File: src/rtl/dc_useq.sv
// ----------------------------------------------------------------------------
// dc_useq -- microcode sequencer with a circular return stack.
//
// Computes the next microaddress from the microcode ROM word (ma_in / mc_in),
// registers it together with the AX extension bit, and presents it as a_out.
// Supports NEXT, conditional branch, CALL/RET through a small return stack,
// instruction-decode dispatch and a level-sensitive trap.
//
// Ports
//   clk       in   1   clock, rising edge
//   rst       in   1   asynchronous active-high reset
//   hold      in   1   stall; freezes all sequencer state
//   ax        in   1   AX extension line, registered into a_out[9]
//   ma_in     in   9   next-address field from ROM
//   mc_in     in  16   ROM opcode ([15:13] op, [12:10] condition select)
//   cond      in   8   branch condition vector
//   pla_addr  in   9   dispatch address
//   trap_req  in   1   trap request
//   a_out     out 10   ROM address {ax_q, addr_q}
//   cen_out   out  1   ROM clock enable (~hold)
//   mc_out    out 16   registered executing opcode
//   mc_vld    out  1   mc_out valid
//   trap_ack  out  1   one-cycle pulse when a trap is taken
//   stk_err   out  1   sticky return-stack overflow/underflow flag
// ----------------------------------------------------------------------------
module dc_useq #(
    parameter int unsigned STACK_DEPTH = 4,
    parameter logic [8:0]  RESET_ADDR  = 9'h000,
    parameter logic [8:0]  TRAP_ADDR   = 9'h008
) (
    input  logic        clk,
    input  logic        rst,
    input  logic        hold,
    input  logic        ax,
    input  logic [8:0]  ma_in,
    input  logic [15:0] mc_in,
    input  logic [7:0]  cond,
    input  logic [8:0]  pla_addr,
    input  logic        trap_req,
    output logic [9:0]  a_out,
    output logic        cen_out,
    output logic [15:0] mc_out,
    output logic        mc_vld,
    output logic        trap_ack,
    output logic        stk_err
);

    localparam int unsigned AW    = 9;
    localparam int unsigned MW    = 16;
    localparam int unsigned PTR_W = $clog2(STACK_DEPTH);
    localparam int unsigned CNT_W = PTR_W + 1;

    localparam logic [2:0] OP_NEXT = 3'b000;
    localparam logic [2:0] OP_BRC  = 3'b001;
    localparam logic [2:0] OP_CALL = 3'b010;
    localparam logic [2:0] OP_RET  = 3'b011;
    localparam logic [2:0] OP_DISP = 3'b100;

    // Sequencer state
    logic [AW-1:0]    r_addr;
    logic             r_ax;
    logic [AW-1:0]    r_stack [STACK_DEPTH];
    logic [PTR_W-1:0] r_wp;      // next slot to write; top of stack is r_wp-1
    logic [CNT_W-1:0] r_cnt;
    logic [MW-1:0]    r_mc;
    logic             r_vld;
    logic             r_ack;
    logic             r_err;
    logic             r_first;   // no unheld edge seen since reset

    // Decode / next-address wires
    logic [2:0]       w_op;
    logic [2:0]       w_sel;
    logic [AW-1:0]    w_next_addr;
    logic [AW-1:0]    w_link;
    logic [AW-1:0]    w_ret_addr;
    logic [PTR_W-1:0] w_wp_dec;
    logic             w_full;
    logic             w_empty;
    logic             w_push;
    logic             w_pop;
    logic             w_set_err;

    assign w_op       = mc_in[15:13];
    assign w_sel      = mc_in[12:10];
    assign w_link     = AW'(ma_in + AW'(1));
    assign w_wp_dec   = PTR_W'(r_wp - PTR_W'(1));
    assign w_ret_addr = r_stack[w_wp_dec];
    assign w_full     = (r_cnt == CNT_W'(STACK_DEPTH));
    assign w_empty    = (r_cnt == '0);

    // Next-address selection; a trap overrides the opcode and leaves the stack alone
    always_comb begin
        w_next_addr = ma_in;
        w_push      = 1'b0;
        w_pop       = 1'b0;
        w_set_err   = 1'b0;
        if (trap_req) begin
            w_next_addr = TRAP_ADDR;
        end else begin
            case (w_op)
                OP_BRC: begin
                    w_next_addr = {ma_in[8:1], ma_in[0] | cond[w_sel]};
                end
                OP_CALL: begin
                    w_push      = 1'b1;
                    w_set_err   = w_full;
                    w_next_addr = ma_in;
                end
                OP_RET: begin
                    if (w_empty) begin
                        w_set_err   = 1'b1;
                        w_next_addr = RESET_ADDR;
                    end else begin
                        w_pop       = 1'b1;
                        w_next_addr = w_ret_addr;
                    end
                end
                OP_DISP: begin
                    w_next_addr = pla_addr;
                end
                default: begin
                    w_next_addr = ma_in;
                end
            endcase
        end
    end

    // Sequencer registers; everything freezes while hold is high
    always_ff @(posedge clk or posedge rst) begin
        if (rst) begin
            r_addr  <= RESET_ADDR;
            r_ax    <= 1'b0;
            r_wp    <= '0;
            r_cnt   <= '0;
            r_mc    <= '0;
            r_vld   <= 1'b0;
            r_ack   <= 1'b0;
            r_err   <= 1'b0;
            r_first <= 1'b1;
            for (int i = 0; i < STACK_DEPTH; i++) begin
                r_stack[i] <= '0;
            end
        end else if (!hold) begin
            r_addr  <= w_next_addr;
            r_ax    <= ax;
            r_first <= 1'b0;
            r_ack   <= trap_req;
            if (trap_req) begin
                r_vld <= 1'b0;
            end else begin
                r_mc  <= mc_in;
                r_vld <= ~r_first;
            end
            if (w_set_err) begin
                r_err <= 1'b1;
            end
            // Full stack: the write slot is the oldest entry, so it is overwritten
            if (w_push) begin
                r_stack[r_wp] <= w_link;
                r_wp          <= PTR_W'(r_wp + PTR_W'(1));
                if (!w_full) begin
                    r_cnt <= CNT_W'(r_cnt + CNT_W'(1));
                end
            end
            if (w_pop) begin
                r_wp  <= w_wp_dec;
                r_cnt <= CNT_W'(r_cnt - CNT_W'(1));
            end
        end else begin
            r_ack <= 1'b0;
        end
    end

    assign a_out    = {r_ax, r_addr};
    assign cen_out  = ~hold;
    assign mc_out   = r_mc;
    assign mc_vld   = r_vld;
    assign trap_ack = r_ack;
    assign stk_err  = r_err;

endmodule

File: config.mk
export PLATFORM = sky130hd
export DESIGN_NAME = dc_useq
export DESIGN_NICKNAME = d
export VERILOG_FILES = /design/src/rtl/dc_useq.sv
export SDC_FILE = /design/constraint.sdc
export NUM_CORES = 1
export LEC_CHECK = 0
export BUFFER_PORTS_ARGS = -buffer_cell sky130_fd_sc_hd__buf_4
export CORE_ASPECT_RATIO = 0.5
export CORE_UTILIZATION = 47
export CTS_CLUSTER_SIZE = 14
export DETAILED_ROUTE_END_ITERATION = 8
export PLACE_DENSITY = 0.77
export SYNTH_ARGS = -nofsm -noshare
export SYNTH_HDL_FRONTEND = slang
export SYNTH_SLANG_ARGS = --single-unit
export TNS_END_PERCENT = 30
File: constraint.sdc
create_clock -name clk -period 3.5 [get_ports clk]
set_clock_uncertainty 0.05 [all_clocks]
set_input_delay 0.175 -clock clk [delete_from_list [all_inputs] [get_ports clk]]
set_output_delay 0.175 -clock clk [all_outputs]
set_load 0.03 [all_outputs]
==> metrics.cfg <==
[sta]
rsz0062_at_grt = no
setup_slack_ns = 0.941
relSlewSlack_pct = 53.5
fin_crit_sh_pct = 73.1
fmax_mhz = 391
finalSetupTns_ns = 0
tightestPinTransition_ns = 0.695
setup-violations-final = 0
period_needed_ns = 2.56
finalHoldViolCount = 0
drv_slew = 0

[hold_path]
hold_path_class = in2reg

[final_layout]
final_common_cell = buf_4
drive_gt1_share_pct = 34.7
final_cell_mix = buf_4, dfrtp_1, o21ai_0
nets = 431
antennaDiodeCount = 0
syn2layout_area_growth_pct = 26.9

[global_route]
grt_max_degree = 44
antenna_found_initial = 0
grtUsageTotal_pct = 24.5
grt_pass1_vias = 2839
grt_first_pass_wirelength_mm = 14.1
grt_overflow = 0

[synthesis]
ys_types = 46
synthFlopType = dfrtp_1
synth_nets = 358
yosysSeqAreaShare_pct = 51.8
synth_warnings = 0
synth_cells = 305
synth_area_per_cell_um2 = 11.2
syn-cell-area_um2 = 3430
synth_edf_count = 0
synth_seq_cells = 71
synthArstFlopShare_pct = 100

[cts]
cts-resized-gates = 0
htreeDepth = 3
cts_root_buf = clkbuf_16
cts_buffers = 9
insertion_delay_ns = 0.33
cts_buffer_depth = 2
cts_tree = yes
clk_pin_slew_worst_paths_ns = 0.06
clock-sinks = 71

[floorplanning]
row_count = 21
coreArea_um2 = 6860
die_y_um = 62.4
start_util_pct = 50.0
die_area_um2 = 7670
ioPinCount = 77
die_w_um = 123

[worst_setup_path]
reg2reg_to = r_addr[0]
worst-path-max-fanout = 13
crit_family = adder cells
cp-end-kind = register
cp.arrival_ns = 2.72
path_cells = buf_4 -> inv_1 -> ha_1 -> mux4_2 -> inv_1 -> o22ai_1 -> a221o_1
crit_required_ns = 3.66
start_kind = register
cpPeakStageDelay_ns = 0.63
crit_end = r_addr[0]
crit_slowest_cell = ha_1
rr_startpoint = r_wp[0]
crit_type = reg2reg
cp.buffers_inverters = 3
crit_top_cell = inv_1
worst_r2r_path_depth = 7
reg2reg_slack_ns = 0.94
worstSetupPathDepth = 7
crit_start = r_wp[0]

[pwr]
p_leak_nw = 1.98
power.density_nw_per_um2 = 682
peakVddDrop_mv = 0.258
finalPower_mw = 2.97

[place]
gp_congestion = 0.850
hpwlAfterDp_mm = 5.81
pre_cts_ws_ns = 1.01
numPortBuffers = 76

[job]
cap_violations = 0

[drt]
routedWlPerCell_um = 17.9
drtIter0Drc = 179
drtAntennaViolNets = 0
dr.pass1.iters = 5
num_vias = 2768
drc = 0
via_per_inst = 5.83
wirelength_mm = 8.48

[status]
outcome = complete, no violations

## metal layers
metal | wire, um | track usage [%] | share of wire, %
met2 | 4270 | 39.9 | 50
met5 | 0 | 0 | 0
met4 | 116 | 8.84 | 1.4
met1 | 3530 | 30.8 | 42
met3 | 568 | 7.85 | 6.7
## cell usage after synthesis (2+ instances only)
cell,instances,area share [%]
a21o_1,3,0.66
a21oi_1,11,1.6
a22o_1,7,1.8
a31oi_1,2,0.36
and2_1,2,0.36
buf_2,9,1.3
buf_4,2,0.44
clkbuf_1,7,0.77
dfrtp_1,70,51
ha_1,5,1.8
inv_1,15,1.6
mux2_2,21,6.9
mux4_2,10,6.6
nand2_1,36,3.9
nand3_1,6,0.88
nand3_2,2,0.58
nand4_1,2,0.36
nor2_1,4,0.44
nor2b_1,4,0.73
o211ai_1,3,0.66
o21ai_0,37,5.4
o22ai_1,16,2.9
xnor2_1,3,0.77
xor2_1,6,1.5
## through the flow
step | instance area, um^2 | hold WS (ns) | util (%) | std cells
global placement | 4050 | 0.214 | 59.1 | 458
floorplan | 3430 | 0.263 | - | 305
detailed placement | 4050 | 0.221 | 59.1 | 458
CTS | 4350 | 0.0183 | 63.5 | 475
finish | 4350 | 0.0273 | 63.5 | 475
global route | 4350 | 0.0221 | 63.5 | 475
## logic make-up (layout without fill, tap and decap cells)
family	after synthesis	count (layout)	share of synthesized area, %
flip-flops	71	71	51.8
adder cells (fa/ha/maj)	6	6	2.41
buffers and inverters	34	112	4.27
AO/OA/AOI/OAI	87	87	15.7
multiplexers	31	31	13.5
XOR/XNOR	9	9	2.30
AND/OR/NAND/NOR	67	67	10.0
## final cells by class
class | instances | area, um^2
fillers | 532 | 2500
flip-flops and latches | 71 | 1780
multi-input cells | 200 | 1510
repair buffers | 80 | 603
clock buffers | 11 | 233
well taps | 92 | 115
inverters | 16 | 60.1
clock inverters | 5 | 58.8
## worst min-delay path by stage
stage / to / from / cells past startpoint
floorplan: trap_ack / trap_req / 1
global placement: r_ax / rst / 2
detailed placement: r_addr[6] / rst / 2
CTS: r_ax / ax / 2
global route: mc_out[1] / mc_in[1] / 2
finish: r_ax / ax / 2
## power by group
| group | internal (mW) | switching [mW] | leakage, nW |
|---|---|---|---|
| clock network | 0.551 | 0.337 | 0.136 |
| logic | 0.419 | 0.493 | 0.940 |
| registers | 1.03 | 0.136 | 0.907 |
## repair_timing
item,CTS,global route
buffers inserted,0,0
endpoints found under the hold margin,27,0
hold buffers,1,0
## worst register-to-register path, cell delays in order, from the launching register on
cell and delay [ns]:
dfrtp_1 0.34, buf_4 0.24, inv_1 0.11, ha_1 0.63
mux4_2 0.59, inv_1 0.08, o22ai_1 0.08, a221o_1 0.33
## sequential cells by signal (all words and copies together), names as in the netlist
register / cells
r_addr: 9
trap_ack: 1
r_cnt: 3
r_ax: 1
stk_err: 1
r_wp: 2
r_stack: 36
mc_out: 16
r_first: 1
mc_vld: 1
(Power assumes the default switching activity.)
